File: src/rtl/hkspi_pkg.sv
// Shared constants for the housekeeping SPI slave: register map, command fields, FSM states, reset values.
// Latency: n/a (declarations only).
// Backpressure: n/a.
package hkspi_pkg;

    // Register map
    localparam logic [7:0] HK_ADDR_STATUS     = 8'h00;
    localparam logic [7:0] HK_ADDR_MFG_HI     = 8'h01;
    localparam logic [7:0] HK_ADDR_MFG_LO     = 8'h02;
    localparam logic [7:0] HK_ADDR_PROD       = 8'h03;
    localparam logic [7:0] HK_ADDR_USER0      = 8'h04;
    localparam logic [7:0] HK_ADDR_USER1      = 8'h05;
    localparam logic [7:0] HK_ADDR_USER2      = 8'h06;
    localparam logic [7:0] HK_ADDR_USER3      = 8'h07;
    localparam logic [7:0] HK_ADDR_PLL_ENA    = 8'h08;
    localparam logic [7:0] HK_ADDR_PLL_BYPASS = 8'h09;
    localparam logic [7:0] HK_ADDR_IRQ        = 8'h0A;
    localparam logic [7:0] HK_ADDR_EXT_RESET  = 8'h0B;
    localparam logic [7:0] HK_ADDR_TRAP       = 8'h0C;
    localparam logic [7:0] HK_ADDR_TRIM0      = 8'h0D;
    localparam logic [7:0] HK_ADDR_TRIM1      = 8'h0E;
    localparam logic [7:0] HK_ADDR_TRIM2      = 8'h0F;
    localparam logic [7:0] HK_ADDR_TRIM3      = 8'h10;
    localparam logic [7:0] HK_ADDR_PLL_SEL    = 8'h11;
    localparam logic [7:0] HK_ADDR_PLL_DIV    = 8'h12;

    // Command byte fields
    localparam int CMD_WR_BIT  = 7;
    localparam int CMD_RD_BIT  = 6;
    localparam int CMD_CNT_MSB = 5;
    localparam int CMD_CNT_LSB = 3;

    // Transfer phases
    typedef enum logic [1:0] {
        IDLE = 2'd0,
        ADDR = 2'd1,
        DATA = 2'd2,
        DONE = 2'd3
    } hk_state_t;

    // Control register reset values
    localparam logic [1:0]  PLL_ENA_RST    = 2'b10;
    localparam logic        PLL_BYPASS_RST = 1'b1;
    localparam logic        IRQ_RST        = 1'b0;
    localparam logic        EXT_RESET_RST  = 1'b0;
    localparam logic [25:0] PLL_TRIM_RST   = 26'h3FF_EFFF;
    localparam logic [2:0]  PLL_SEL_RST    = 3'b010;
    localparam logic [2:0]  PLL90_SEL_RST  = 3'b010;
    localparam logic [4:0]  PLL_DIV_RST    = 5'd4;

endpackage

File: src/rtl/hkspi_sync_edge.sv
// Two-flop synchronizer for an asynchronous pad input, plus a third stage for rise/fall detection.
// Latency: dout follows din after 2 clocks; rise/fall pulse for one clock in the cycle dout changes.
// Backpressure: none; free-running sampler.
module hkspi_sync_edge #(
    parameter logic RST_VAL = 1'b0
) (
    input  logic clock,
    input  logic reset,
    input  logic din,
    output logic dout,
    output logic rise,
    output logic fall
);

    logic meta;
    logic sync;
    logic dly;

    // Synchronizer chain plus one delayed copy for edge detection
    always_ff @(posedge clock) begin
        if (reset) begin
            meta <= RST_VAL;
            sync <= RST_VAL;
            dly  <= RST_VAL;
        end else begin
            meta <= din;
            sync <= meta;
            dly  <= sync;
        end
    end

    assign dout = sync;
    assign rise = sync & ~dly;
    assign fall = ~sync & dly;

endmodule

File: src/rtl/vsdcaravel_hkspi.sv
// Housekeeping SPI slave: CMD/ADDR/DATA byte protocol over oversampled pads into a small control register file.
// Latency: sdo and register commits occur 3 clocks after the pad SCK rise (2-flop sync + 1 register stage).
// Backpressure: none; host paces by SCK, CSB high aborts any partial byte and tri-states sdo.
module vsdcaravel_hkspi
    import hkspi_pkg::*;
#(
    parameter logic [15:0] MFG_ID  = 16'h0456,
    parameter logic [7:0]  PROD_ID = 8'h11,
    parameter logic [31:0] USER_ID = 32'h0000_0000
) (
    input  logic        clock,
    input  logic        reset,
    input  logic        sck,
    input  logic        csb,
    input  logic        sdi,
    output logic        sdo,
    output logic        sdo_enb,
    input  logic        trap,
    output logic [1:0]  pll_ena,
    output logic        pll_bypass,
    output logic        irq,
    output logic        ext_reset,
    output logic [25:0] pll_trim,
    output logic [2:0]  pll_sel,
    output logic [2:0]  pll90_sel,
    output logic [4:0]  pll_div
);

    // Synchronized pad signals
    logic sck_q, sck_rise, sck_fall;
    logic csb_q, csb_rise, csb_fall;
    logic sdi_q, sdi_rise, sdi_fall;
    logic unused_edges;

    hkspi_sync_edge #(.RST_VAL(1'b0)) u_sync_sck (
        .clock (clock),
        .reset (reset),
        .din   (sck),
        .dout  (sck_q),
        .rise  (sck_rise),
        .fall  (sck_fall)
    );

    hkspi_sync_edge #(.RST_VAL(1'b1)) u_sync_csb (
        .clock (clock),
        .reset (reset),
        .din   (csb),
        .dout  (csb_q),
        .rise  (csb_rise),
        .fall  (csb_fall)
    );

    hkspi_sync_edge #(.RST_VAL(1'b0)) u_sync_sdi (
        .clock (clock),
        .reset (reset),
        .din   (sdi),
        .dout  (sdi_q),
        .rise  (sdi_rise),
        .fall  (sdi_fall)
    );

    // Only the SCK rise and the levels of CSB/SDI drive the protocol
    assign unused_edges = ^{sck_q, sck_fall, csb_rise, csb_fall, sdi_rise, sdi_fall};

    hk_state_t   state;
    hk_state_t   state_nxt;
    logic [2:0]  bit_cnt;
    logic [6:0]  shift_in;
    logic [7:0]  rx_byte;
    logic        cmd_wr;
    logic        cmd_rd;
    logic [2:0]  cmd_cnt;
    logic [2:0]  data_cnt;
    logic [7:0]  addr;
    logic [7:0]  rd_addr;
    logic [7:0]  rd_data;
    logic [7:0]  out_shift;

    logic active;
    logic byte_done;
    logic cmd_op;
    logic last_byte;
    logic cmd_load;
    logic addr_load;
    logic data_done;
    logic shift_out;
    logic commit;
    logic load_out;
    logic enb_set;

    assign active    = ~csb_q;
    // The byte completes on the 8th rise, so its LSB is the live synchronized sdi
    assign rx_byte   = {shift_in, sdi_q};
    assign byte_done = active & sck_rise & (bit_cnt == 3'd7);
    assign cmd_op    = cmd_wr | cmd_rd;
    // Counted mode only; N=0 streams until CSB rises
    assign last_byte = (cmd_cnt != 3'd0) && (data_cnt == (cmd_cnt - 3'd1));

    // FSM state register
    always_ff @(posedge clock) begin
        if (reset) begin
            state <= IDLE;
        end else begin
            state <= state_nxt;
        end
    end

    // FSM next state: one phase per completed byte, CSB high always returns to IDLE
    always_comb begin
        state_nxt = state;
        if (csb_q) begin
            state_nxt = IDLE;
        end else if (byte_done) begin
            case (state)
                IDLE:    state_nxt = ADDR;
                ADDR:    state_nxt = DATA;
                DATA:    if (cmd_op && last_byte) state_nxt = DONE;
                default: state_nxt = DONE;
            endcase
        end
    end

    // FSM outputs: per-phase strobes for the datapath
    always_comb begin
        cmd_load  = 1'b0;
        addr_load = 1'b0;
        data_done = 1'b0;
        shift_out = 1'b0;
        case (state)
            IDLE: cmd_load  = byte_done;
            ADDR: addr_load = byte_done;
            DATA: begin
                data_done = byte_done & cmd_op;
                shift_out = active & sck_rise & ~byte_done & cmd_rd;
            end
            default: ;
        endcase
    end

    assign commit   = data_done & cmd_wr;
    // Next read byte is fetched at the end of ADDR and at the end of every non-final data byte
    assign load_out = cmd_rd & (addr_load | (data_done & ~last_byte));
    assign enb_set  = csb_q | (data_done & last_byte);
    assign rd_addr  = addr_load ? rx_byte : (addr + 8'd1);

    // Bit counter and input shifter; CSB high discards any partial byte
    always_ff @(posedge clock) begin
        if (reset) begin
            bit_cnt  <= 3'd0;
            shift_in <= 7'd0;
        end else if (csb_q) begin
            bit_cnt  <= 3'd0;
        end else if (sck_rise) begin
            bit_cnt  <= bit_cnt + 3'd1;
            shift_in <= {shift_in[5:0], sdi_q};
        end
    end

    // Command capture, address pointer and data byte counter
    always_ff @(posedge clock) begin
        if (reset) begin
            cmd_wr   <= 1'b0;
            cmd_rd   <= 1'b0;
            cmd_cnt  <= 3'd0;
            data_cnt <= 3'd0;
            addr     <= 8'd0;
        end else begin
            if (cmd_load) begin
                cmd_wr   <= rx_byte[CMD_WR_BIT];
                cmd_rd   <= rx_byte[CMD_RD_BIT];
                cmd_cnt  <= rx_byte[CMD_CNT_MSB:CMD_CNT_LSB];
                data_cnt <= 3'd0;
            end
            if (addr_load) begin
                addr <= rx_byte;
            end
            if (data_done) begin
                addr     <= addr + 8'd1;
                data_cnt <= data_cnt + 3'd1;
            end
        end
    end

    // Register read mux, addressed by the byte about to be shifted out
    always_comb begin
        rd_data = 8'h00;
        case (rd_addr)
            HK_ADDR_STATUS:     rd_data = 8'h00;
            HK_ADDR_MFG_HI:     rd_data = MFG_ID[15:8];
            HK_ADDR_MFG_LO:     rd_data = MFG_ID[7:0];
            HK_ADDR_PROD:       rd_data = PROD_ID;
            HK_ADDR_USER0:      rd_data = USER_ID[31:24];
            HK_ADDR_USER1:      rd_data = USER_ID[23:16];
            HK_ADDR_USER2:      rd_data = USER_ID[15:8];
            HK_ADDR_USER3:      rd_data = USER_ID[7:0];
            HK_ADDR_PLL_ENA:    rd_data = {6'd0, pll_ena};
            HK_ADDR_PLL_BYPASS: rd_data = {7'd0, pll_bypass};
            HK_ADDR_IRQ:        rd_data = {7'd0, irq};
            HK_ADDR_EXT_RESET:  rd_data = {7'd0, ext_reset};
            HK_ADDR_TRAP:       rd_data = {7'd0, trap};
            HK_ADDR_TRIM0:      rd_data = pll_trim[7:0];
            HK_ADDR_TRIM1:      rd_data = pll_trim[15:8];
            HK_ADDR_TRIM2:      rd_data = pll_trim[23:16];
            HK_ADDR_TRIM3:      rd_data = {6'd0, pll_trim[25:24]};
            HK_ADDR_PLL_SEL:    rd_data = {2'd0, pll90_sel, pll_sel};
            HK_ADDR_PLL_DIV:    rd_data = {3'd0, pll_div};
            default:            rd_data = 8'h00;
        endcase
    end

    // Output shifter and pad enable; sdo is always the shifter MSB
    always_ff @(posedge clock) begin
        if (reset) begin
            out_shift <= 8'h00;
            sdo_enb   <= 1'b1;
        end else begin
            if (load_out) begin
                out_shift <= rd_data;
            end else if (shift_out) begin
                out_shift <= {out_shift[6:0], 1'b0};
            end
            if (enb_set) begin
                sdo_enb <= 1'b1;
            end else if (load_out) begin
                sdo_enb <= 1'b0;
            end
        end
    end

    assign sdo = out_shift[7];

    // Writable control registers; the PLL trim word is laid out low byte first from 0x0D
    always_ff @(posedge clock) begin
        if (reset) begin
            pll_ena    <= PLL_ENA_RST;
            pll_bypass <= PLL_BYPASS_RST;
            irq        <= IRQ_RST;
            ext_reset  <= EXT_RESET_RST;
            pll_trim   <= PLL_TRIM_RST;
            pll_sel    <= PLL_SEL_RST;
            pll90_sel  <= PLL90_SEL_RST;
            pll_div    <= PLL_DIV_RST;
        end else if (commit) begin
            case (addr)
                HK_ADDR_PLL_ENA:    pll_ena          <= rx_byte[1:0];
                HK_ADDR_PLL_BYPASS: pll_bypass       <= rx_byte[0];
                HK_ADDR_IRQ:        irq              <= rx_byte[0];
                HK_ADDR_EXT_RESET:  ext_reset        <= rx_byte[0];
                HK_ADDR_TRIM0:      pll_trim[7:0]    <= rx_byte;
                HK_ADDR_TRIM1:      pll_trim[15:8]   <= rx_byte;
                HK_ADDR_TRIM2:      pll_trim[23:16]  <= rx_byte;
                HK_ADDR_TRIM3:      pll_trim[25:24]  <= rx_byte[1:0];
                HK_ADDR_PLL_SEL: begin
                    pll_sel   <= rx_byte[2:0];
                    pll90_sel <= rx_byte[5:3];
                end
                HK_ADDR_PLL_DIV:    pll_div          <= rx_byte[4:0];
                default: ;
            endcase
        end
    end

endmodule

File: config.mk
export PLATFORM = sky130hd
export DESIGN_NAME = vsdcaravel_hkspi
export DESIGN_NICKNAME = d
export VERILOG_FILES = /design/src/rtl/hkspi_pkg.sv /design/src/rtl/hkspi_sync_edge.sv /design/src/rtl/vsdcaravel_hkspi.sv
export SDC_FILE = /design/constraint.sdc
export NUM_CORES = 1
export LEC_CHECK = 0
export BUFFER_PORTS_ARGS = -buffer_cell sky130_fd_sc_hd__buf_2
export CAP_MARGIN = 30
export CORE_AREA = 2 2 87 89
export CTS_CLUSTER_SIZE = 24
export DETAILED_ROUTE_END_ITERATION = 16
export DIE_AREA = 0 0 89 91
export GPL_TIMING_DRIVEN = 0
export MAX_ROUTING_LAYER = met4
export PLACE_DENSITY = 0.84
export SETUP_SLACK_MARGIN = 0.3
export SLEW_MARGIN = 10
export SYNTH_ARGS = -nofsm -noshare
export SYNTH_HDL_FRONTEND = slang
export SYNTH_SLANG_ARGS = --single-unit
File: constraint.sdc
create_clock -name clock -period 6 [get_ports clock]
set_input_delay 0.3 -clock clock [delete_from_list [all_inputs] [get_ports clock]]
set_output_delay 0.3 -clock clock [all_outputs]
set_load 0.02 [all_outputs]
* Yosys cells after proc, flatten, opt, wreduce, memory -nomap -nowiden *
Cells that the tools add are included.

storage, ports and cells
  flip-flop bits (word level) = 86
  bits in latches = 0
  RAM bits = 0
  bits in read-only memories = 0
  bits of input ports = 6
  output and inout port bits = 44
  word-level logic and storage cells = 113
  memories kept = 0

operators by class
  $add $sub $neg = 4
  multiply operators = 0
  divide/modulo/power cells = 0
  $lt $le $gt $ge = 0
  equal/unequal tests = 29
  shift operators = 0
  muxes and demuxes = 14
  bitwise logic cells = 17
  reductions and logical operators = 21

operators with widths
  kind                                                  count
  equality test 8 x 4 -> 1 bit (second input constant)  15
  one-hot mux 8 bit (14 select lines)                   1
  equality test 8 x 5 -> 1 bit (second input constant)  6
  2-to-1 mux 8 bit                                      5
  AND reduction 2 bit                                   12
  equality test 8 x 2 -> 1 bit (second input constant)  2
  AND 1 bit                                             10
  adder 8 x 1 -> 8 bit (second input constant)          1
  equality test 8 x 1 -> 1 bit (second input constant)  1
  adder 3 x 1 -> 3 bit (second input constant)          2
  2-to-1 mux 3 bit                                      2
  one-hot mux 2 bit (3 select lines)                    1
  nonzero test 2 bit                                    3
  2-to-1 mux 1 bit                                      4
  NOT 1 bit                                             4
  OR reduction 2 bit                                    2
  equality test 3 bit                                   1
  equality test 3 bit (second input constant)           1
  OR 1 bit                                              3
  nonzero test 3 bit                                    1
  subtractor 3 x 1 -> 3 bit (second input constant)     1
  equality test 2 x 1 -> 1 bit (second input constant)  1
  equality test 2 bit (second input constant)           1
  logical AND 1 bit                                     2
  3 further kinds                                       3

* Depth between registers and ports, before layout *
Gate-level depths: netlist of run 1.

  depth in word-level cells = 10
  mapped depth = 11
  mapped depth without buffers = 9

* By module *
From an unflattened synthesis of run 1, not the netlist that was laid out.

second synthesis, totals
  cell total of the unflattened synthesis = 512
  area total of the unflattened synthesis = 4435.5 µm²

modules (own cells, without submodules)
  module                             times used  cells each  area an instance (µm²)  sequential area each (µm²)
  vsdcaravel_hkspi                   1           488         4160.2                  1581.5
  hkspi_sync_edge at u_sync_sck ...  2           8           91.3                    60.1
  hkspi_sync_edge at u_sync_csb      1           8           92.6                    60.1

* Worst setup path after synthesis of run 1 *
No wires, ideal clock.

  path kind = reg-to-reg
  start = reg addr[0]
  end = reg out_shift[2]
  library setup time = 0.086 ns
  data arrival time = 2.505 ns
  required time = 5.914 ns
  setup slack = 3.409 ns
  cell stages (with the launch flop) = 12
  buffers on the path = 2
  clock period less this slack = 2.591 ns
  path through = dfxtp_1 > buf_2 > inv_1 > ha_1 > clkbuf_1 > nand2b_1 > o2111a_1 > a211oi_1 > a311o_1 > a211oi_2 > o22ai_1 > a211oi_1

between the ends
  longest elaborated chain between the ends = 5
  elaborated cells between the ends (all ways) = 18
  those cells by class = add/sub: 1; eq/ne: 14; mux: 3

ends and longest elaborated chain
  item                                                        RTL line                 RTL
  from (decl)                                                 vsdcaravel_hkspi.sv:74   logic [7:0] addr;
  from (signal assigned)                                      vsdcaravel_hkspi.sv:175  addr <= rx_byte;
  from (signal assigned)                                      vsdcaravel_hkspi.sv:178  addr <= addr + 8'd1;
  adder 8 x 1 -> 8 bit *                                      vsdcaravel_hkspi.sv:144  assign rd_addr = addr_load ? rx_byte : (addr + 8'd1);
  2-to-1 mux 8 bit *                                          vsdcaravel_hkspi.sv:144
  equality test 8 x 5 -> 1 bit, or another cell as far along  vsdcaravel_hkspi.sv:187  case (rd_addr)
  one-hot mux 8 bit (14 select lines) *                       vsdcaravel_hkspi.sv:187
  2-to-1 mux 8 bit *                                          vsdcaravel_hkspi.sv:217  if (load_out) begin
  to (signal assigned)                                        vsdcaravel_hkspi.sv:218  out_shift <= rd_data;
  to (signal assigned)                                        vsdcaravel_hkspi.sv:220  out_shift <= {out_shift[6:0], 1'b0};
  to (decl)                                                   vsdcaravel_hkspi.sv:77   logic [7:0] out_shift;

Mark *: on every way between the ends. The rest lies on a longest branch, timed or not.
A chain may end at the register's enable or synchronous reset.

* Final worst setup path of run 1 *
  start = reg addr[0]
  end = reg out_shift[6]

Same word-level chain as after synthesis.

==> results of run 1 <==
## area by class of cell
type / instances / area [um2] / area share (%)
clock inverter: 7 / 83.8 / 1.68
clock buffer: 9 / 124 / 2.49
multi-input combinational: 394 / 2480 / 49.9
inverter: 6 / 22.5 / 0.452
timing repair buffer: 48 / 240 / 4.83
sequential: 86 / 1720 / 34.6
tap: 99 / 124 / 2.49
buffer: 44 / 180 / 3.62
## worst paths after layout
kind | startpoint | to | slack (ns) | depth (start not counted)
min reg2reg | u_sync_csb.meta | u_sync_csb.dout | 0.42 | 1
max reg2reg | addr[0] | out_shift[6] | 2.70 | 11
min | csb | u_sync_csb.meta | 0.11 | 2
max | addr[0] | out_shift[6] | 2.70 | 11
## registers in the layout, indices dropped and copies added, names as in the netlist, 2 cells and up
signal and flops:
pll_sel 3, pll90_sel 3, cmd_cnt 3, addr 8, bit_cnt 3, pll_ena 2
out_shift 8, shift_in 7, pll_div 5, state 2, pll_trim 26, data_cnt 3
## logic make-up (layout without fill, tap and decap cells)
family                     after synthesis  in the layout  synth area share (%)
and+or+nand+nor                        207            207                  22.5
AOI/OAI and AO/OA                      131            131                  20.5
DFF                                     86             86                  39.1
buffers and inverters                   50            114                  4.60
muxes                                   37             37                  8.52
xor gates and xnor gates                10             10                  2.33
adders and majority gates                9              9                  2.56
## per-layer routing
layer	track usage, %	up-vias	share of wire, %
met5	-	-	0
met4	13.6	0	3.1
li1	-	2017	-
met1	41.9	2077	42
met2	50.7	243	47
met3	6.45	39	8.1
## power by group
group	switching, mW	internal, mW
registers	0.000846	0.572
clock network	0.231	0.197
logic	0.0165	0.00528
total	0.249	0.775
## Yosys cell counts (4+ instances only)
library cell  count  area share, %
nor3_1           17            1.9
a221oi_1          6            1.2
nor2b_1           9            1.3
dfxtp_1          86             39
a22o_1            7            1.4
inv_1             6           0.51
and2_1            6           0.85
mux2i_1          36            8.2
xnor2_1           6            1.2
o22ai_1           4           0.57
clkbuf_1         33            2.8
nand2_1          75            6.4
a22oi_1          11            1.9
o21ai_0          23            2.6
or3_1             5           0.71
nand3_1          27            3.1
nor2_1           41            3.5
ha_1              9            2.6
a211oi_1          6            1.0
nand2b_1          8            1.1
a21oi_1          35            4.0
buf_2             9            1.0
## critical path: cells and delay by family (launching register included)
family / cells / cell delay, ns
compound gates: 5 / 1.25
buf+inv: 4 / 1.08
flops: 1 / 0.44
fa+ha+maj: 1 / 0.29
simple gates: 1 / 0.14
==> impl_results.md, run 1 <==
- Status: completed
- Worst-path clk slew: 0.10 ns
- Final Cycle Share: 55.0%
- RePlAce Congestion: 0.989
- Die area: 8100 um2
- Final min period: 3.30 ns
- Post-CTS Setup Repair Bufs: 0
- Total power: 1.02 mW
- GRT overflow: 0
- Max Cap Viol: 0
- Required time worst endpoint: 6.27 ns
- GRT Resource Usage Total: 32.9%
- Vias after detailed routing: 4,376
- Largest net degree at the start of global routing: 17
- FILL cells: 598
- Worst path cell trace: buf_2 -> inv_1 -> ha_1 -> clkbuf_1 -> nand2_1 -> o21ai_1 -> clkbuf_1 -> a22oi_1 -> o21ai_0 -> a22oi_1 -> a221oi_1
- Yosys cell types: 64
- Initial Util: 61.7%
- Chip width: 89 um
- CTS HTree Levels: 3
- Setup TNS: 0 ns
- 1st-iter DRT viols: 444
- Commonest cells after routing, fill and taps aside: dfxtp_1, nand2_1, buf_2
- Clock skew: 0.0160 ns
- Place WS: 2.84 ns
- # DRC: 0
- Final net count: 604
- FP Rows: 31
- Async SR Flop Fraction: 0%
- Synth-to-layout area growth: 13.0%
- Max IR drop VDD: 0.179 mV
- Slew Viols, Final: 0
- Critical path launch point type: flip-flop
- Vias per inst: 6.31
- Placed cell area: 4770 um2
- Final ANT Viol Nets: 0
- EDFF count, synth: 0
- Synthesized Nets: 545
- Sequential area share after synthesis: 39.1%
- Final Hold Viols: 0
- Layout cells sized above 1: 14.5%
- Placeable Area: 7140 um2
- Cts-stage hold buffer count: 0
- Setup violators final: 0
- Die Height: 91 um
- CP endpoint kind: flip-flop
- Finished Layout Cells: 693
- Commonest non-fill, non-tap cell in the layout: dfxtp_1
- DRT Wirelength: 12,900 um
- Peak per-stage delay on the critical path: 0.44 ns
- Vias in the first global route: 4,076
- DP Wirelength: 9030 um
- Post-layout util: 69.8%
- DRT Pass-1 Iters: 7
- Clock latency on the worst-skew pair: 0.37 ns
- Pwr dens: 206 nW/um2
- Root Buffer: clkbuf_8
- Post-synthesis register bit count: 86
- Lkg Pwr: 1.82 nW
- Setup Crit Path Kind: reg2reg
- Slew HR: 50.5%
- Placed insts: 677
- Antenna cells: 0
- Netlist Area Pre-Place: 4410 um2
- Mean Syn Cell Area: 8.31 um2
- Initial antenna violation count: 0
- Worst Tran Pin Value: 0.739 ns
- Clock buffer count from CTS: 9
- CP max stage cell: dfxtp_1
- CP Max Fanout: 10
- Top Ports: 50
- Post_cts resized: 0
- Synthesized netlist cell count: 530
- Fmax: 0.303 GHz
- Max clock buf depth: 2
- First-pass GRT wire length: 20,000 um
- Worst setup margin: 2.70 ns
- Final Cell Area: 4980 um2
- Ys Warns: 0
- Worst EP arrival: 3.58 ns
- Port buffer count: 48
- CTS tree: yes
- Worst hold path type: in2reg
- Main flop type after synthesis: dfxtp_1
- Post-DR wirelength/cell: 18.6 um
- Clk sinks: 86
- RSZ-0062 raised after global routing: false
- Hold slack final: 0.109 ns
(Power assumes the default switching activity.)
==> run 2: changes to the inputs <==
--- a/config.mk
+++ b/config.mk
@@ -5,15 +5,16 @@
 export SDC_FILE = /design/constraint.sdc
 export NUM_CORES = 1
 export LEC_CHECK = 0
+export ABC_AREA = 1
 export BUFFER_PORTS_ARGS = -buffer_cell sky130_fd_sc_hd__buf_2
 export CAP_MARGIN = 30
-export CORE_AREA = 2 2 87 89
+export CORE_AREA = 2 2 94 96
 export CTS_CLUSTER_SIZE = 24
 export DETAILED_ROUTE_END_ITERATION = 16
-export DIE_AREA = 0 0 89 91
+export DIE_AREA = 0 0 96 98
 export GPL_TIMING_DRIVEN = 0
 export MAX_ROUTING_LAYER = met4
-export PLACE_DENSITY = 0.84
+export PLACE_DENSITY = 0.75
 export SETUP_SLACK_MARGIN = 0.3
 export SLEW_MARGIN = 10
 export SYNTH_ARGS = -nofsm -noshare
==> constraint.sdc (replaced) <==
create_clock -name clock -period 2.7 [get_ports clock]
set_input_delay 0.135 -clock clock [delete_from_list [all_inputs] [get_ports clock]]
set_output_delay 0.135 -clock clock [all_outputs]
set_load 0.02 [all_outputs]
==> impl_results.md, run 2 <==
- Fmax: 0.442 GHz (+46%)
- Proportion of netlist area held by the largest area contributor: 39.9% (+0.82 points)
- Antenna cells: 0 (unchanged)
- Final net count: 687 (+14%)
- Netlist Area Pre-Place: 4320 um2 (-2.0%)
- Largest area contributor in the synthesized netlist: dfxtp_1
- CP max stage cell: dfxtp_1
- Initial Util: 51.0% (-11 points)
- Slew HR: 58.5% (+8.0 points)
- Placed cell area: 4700 um2 (-1.5%)
- Sequential Power Share: 56.7% (+0.7 points)
- Worst path cell trace: ha_2 -> ha_4 -> nand3_4 -> buf_6 -> nand2_1 -> nand2_1 -> nand2_2 -> nor2_4 -> nand2_1 -> inv_2 -> nand2_1 -> nand2_1 -> nor2_1 -> nand2_1 -> nand2_1 -> a21oi_2
- Most frequent cell after synthesis: nand2_1
- Total power: 2.25 mW (+120%)
- Vias in the first global route: 3,915 (-3.9%)
- Synth-to-layout area growth: 17.8%
- Pwr dens: 443 nW/um2 (+120%)
- DRT Pass-1 Iters: 5 (-2)
- Peak per-stage delay on the critical path: 0.34 ns (-0.10 ns)
- Final ANT Viol Nets: 0 (unchanged)
- Clock latency on the worst-skew pair: 0.37 ns (about the same)
- Worst hold path type: in2reg
- P_sw: 0.598 mW (+140%)
- Sw frac: 26.6% (+2.3 points)
- DRT Wirelength: 12,300 um (-4.5%)
- Finished Layout Cells: 785 (+13%)
- GRT Resource Usage Total: 27.3% (-5.6 points)
- Worst Tran Pin Value: 0.622 ns (-0.117 ns)
- Setup violators final: 0 (unchanged)
- Reg with most FFs: pll_trim
- Mean Syn Cell Area: 7.18 um2 (-14%)
- Slew Viols, Final: 0 (unchanged)
- Yosys cell types: 36 (-44%)
- Layout cells sized above 1: 20.2% (+5.8 points)
- Die area: 9410 um2 (+16%)
- Synth area leaders: dfxtp_1, nand2_1, nand3_1
- Setup TNS: 0 ns (unchanged)
- Vias per inst: 5.61 (-11%)
- Synthesized Nets: 616 (+13%)
- Max IR drop VDD: 0.259 mV (+45%)
- Async SR Flop Fraction: 0% (unchanged)
- FP Rows: 34 (+9.7%)
- Max clock buf depth: 2 (unchanged)
- Worst path depth: 16 (+5)
- Initial antenna violation count: 0 (unchanged)
- Post-layout util: 60.1% (-9.7 points)
- Post-synth top cells: nand2_1, dfxtp_1, inv_1
- 1st-iter DRT viols: 346 (-22%)
- Final Cell Area: 5080 um2 (+2.1%)
- Root Buffer: clkbuf_8
- Internal power: 1.65 mW (+110%)
- RSZ-0062 raised after global routing: true
- Synthesized netlist cell count: 601 (+13%)
- Largest net degree at the start of global routing: 19 (+2)
- Clock skew: 0.0152 ns (-0.000873 ns)
- Required time worst endpoint: 3.00 ns (-3.27 ns)
- WHS Path Cells: 4 (+2)
- FILL cells: 805 (+35%)
- GRT overflow: 0 (unchanged)
- Top Ports: 50 (unchanged)
- Worst setup margin: 0.440 ns (-2.26 ns)
- First-pass GRT wire length: 19,300 um (-3.7%)
- Hold slack final: 0.338 ns (+0.229 ns)
- Port buffer count: 49 (+2.1%)
- Setup Crit Path Kind: reg2reg
- CP endpoint kind: flip-flop
- CP Max Fanout: 10 (unchanged)
- Commonest non-fill, non-tap cell in the layout: nand2_1
- Worst EP arrival: 2.56 ns (-1.02 ns)
- EDFF count, synth: 0 (unchanged)
- Worst r2r path cells: 16 (+5)
- Combinational power share: 2.4% (+0.3 points)
- Clock share of power: 40.8% (-1.1 points)
- CTS tree: yes
- Post-synthesis register bit count: 86 (unchanged)
- Chip width: 96 um (+7.9%)
- Vias after detailed routing: 4,405 (+0.66%)
- Die Height: 98 um (+7.7%)
- Final Hold Viols: 0 (unchanged)
- Final min period: 2.26 ns (-1.04 ns)
- Placeable Area: 8470 um2 (+19%)
- CTS HTree Levels: 3 (unchanged)
- Final Cycle Share: 83.7% (+29 points)
- Placed insts: 758 (+12%)
- Clock buffer count from CTS: 9 (unchanged)
- Main flop type after synthesis: dfxtp_1
- Worst-path clk slew: 0.10 ns (about the same)
- Place WS: 0.0749 ns (-2.76 ns)
- Crit-path most repeated cell: nand2_1
- Status: completed
- Sequential area share after synthesis: 39.9% (+0.82 points)
- DP Wirelength: 9040 um (about the same)
- Ys Warns: 0 (unchanged)
- Buf/Inv on CP: 2 (-2)
- Critical path launch point type: flip-flop
- Commonest cells after routing, fill and taps aside: nand2_1, dfxtp_1, inv_1
- Max reg flops: 26 (unchanged)
- Post-DR wirelength/cell: 15.7 um (-16%)
- # DRC: 0 (unchanged)
- Max Cap Viol: 0 (unchanged)
- Lkg Pwr: 2.41 nW (+32%)
- Clk sinks: 86 (unchanged)
- CP top delay family: simple AND/OR/NAND/NOR gates
- RePlAce Congestion: 0.975 (-1.4%)
- Largest regs: pll_trim (26), addr (8), out_shift (8)
==> run 2: routing by layer <==
metal | up-vias | GRT usage (%) | wire length (um)
li1 | 2123 | - | -
met1 | 2006 | 35.0 | 5100
met2 | 224 | 41.5 | 5720
met3 | 52 | 3.70 | 977
met4 | 0 | 14.1 | 509
met5 | - | - | 0
==> run 2: path summary, 6_finish.rpt <==
| check | start | to | slack [ns] |
|---|---|---|---|
| worst max-delay path | bit_cnt[0] | out_shift[1] | 0.44 |
| worst min-delay path | reset | bit_cnt[0] | 0.34 |
| worst max register to register | bit_cnt[0] | out_shift[1] | 0.44 |
| worst min register to register | u_sync_sck.meta | u_sync_sck.dout | 0.41 |
==> run 2: power by group through the flow <==
stage / Sequential [mW] / Combinational, mW / Clock (mW)
2_1_floorplan: 1.31 / 0.0309 / 0
3_3_place_gp: 1.31 / 0.0488 / 0
3_5_place_dp: 1.31 / 0.0504 / 0
4_1_cts: 1.28 / 0.0538 / 0.930
5_1_grt: 1.28 / 0.0598 / 0.985
6_report: 1.28 / 0.0549 / 0.920
==> run 2: layout make-up <==
class / instances / area [um2] / share of cell area (%)
Multi-Input combinational cell: 421 / 2300 / 45.2
Inverter: 74 / 285 / 5.61
Buffer: 20 / 108 / 2.12
Clock inverter: 7 / 80.1 / 1.57
Sequential cell: 86 / 1720 / 33.9
Timing Repair Buffer: 60 / 333 / 6.55
Clock buffer: 9 / 124 / 2.44
Tap cell: 108 / 135 / 2.66
==> run 2: cells by family after synthesis <==
kind of cell | share of synthesized area [%]
AND/OR/NAND/NOR | 31.0
AO/OA/AOI/OAI | 16.5
buffers and inverters | 8.96
flip-flops | 39.9
adder cells (fa/ha/maj) | 2.61
XOR/XNOR | 1.01
==> run 2: worst register-to-register path: cells and delay by family (launching register included) <==
kind,cells,cell delay (ns)
and+or+nand+nor,11,1.10
adders and majority gates,2,0.39
DFF,1,0.34
buffers and inverters,2,0.27
AOI/OAI and AO/OA,1,0.11
==> run 2: repair_timing <==
action,in CTS,in global routing
resized for setup,6,24
buffers inserted,1,7
hold endpoints to repair,3,0
pin swaps,1,4
setup endpoints to repair,33,28
hold buffers,3,0
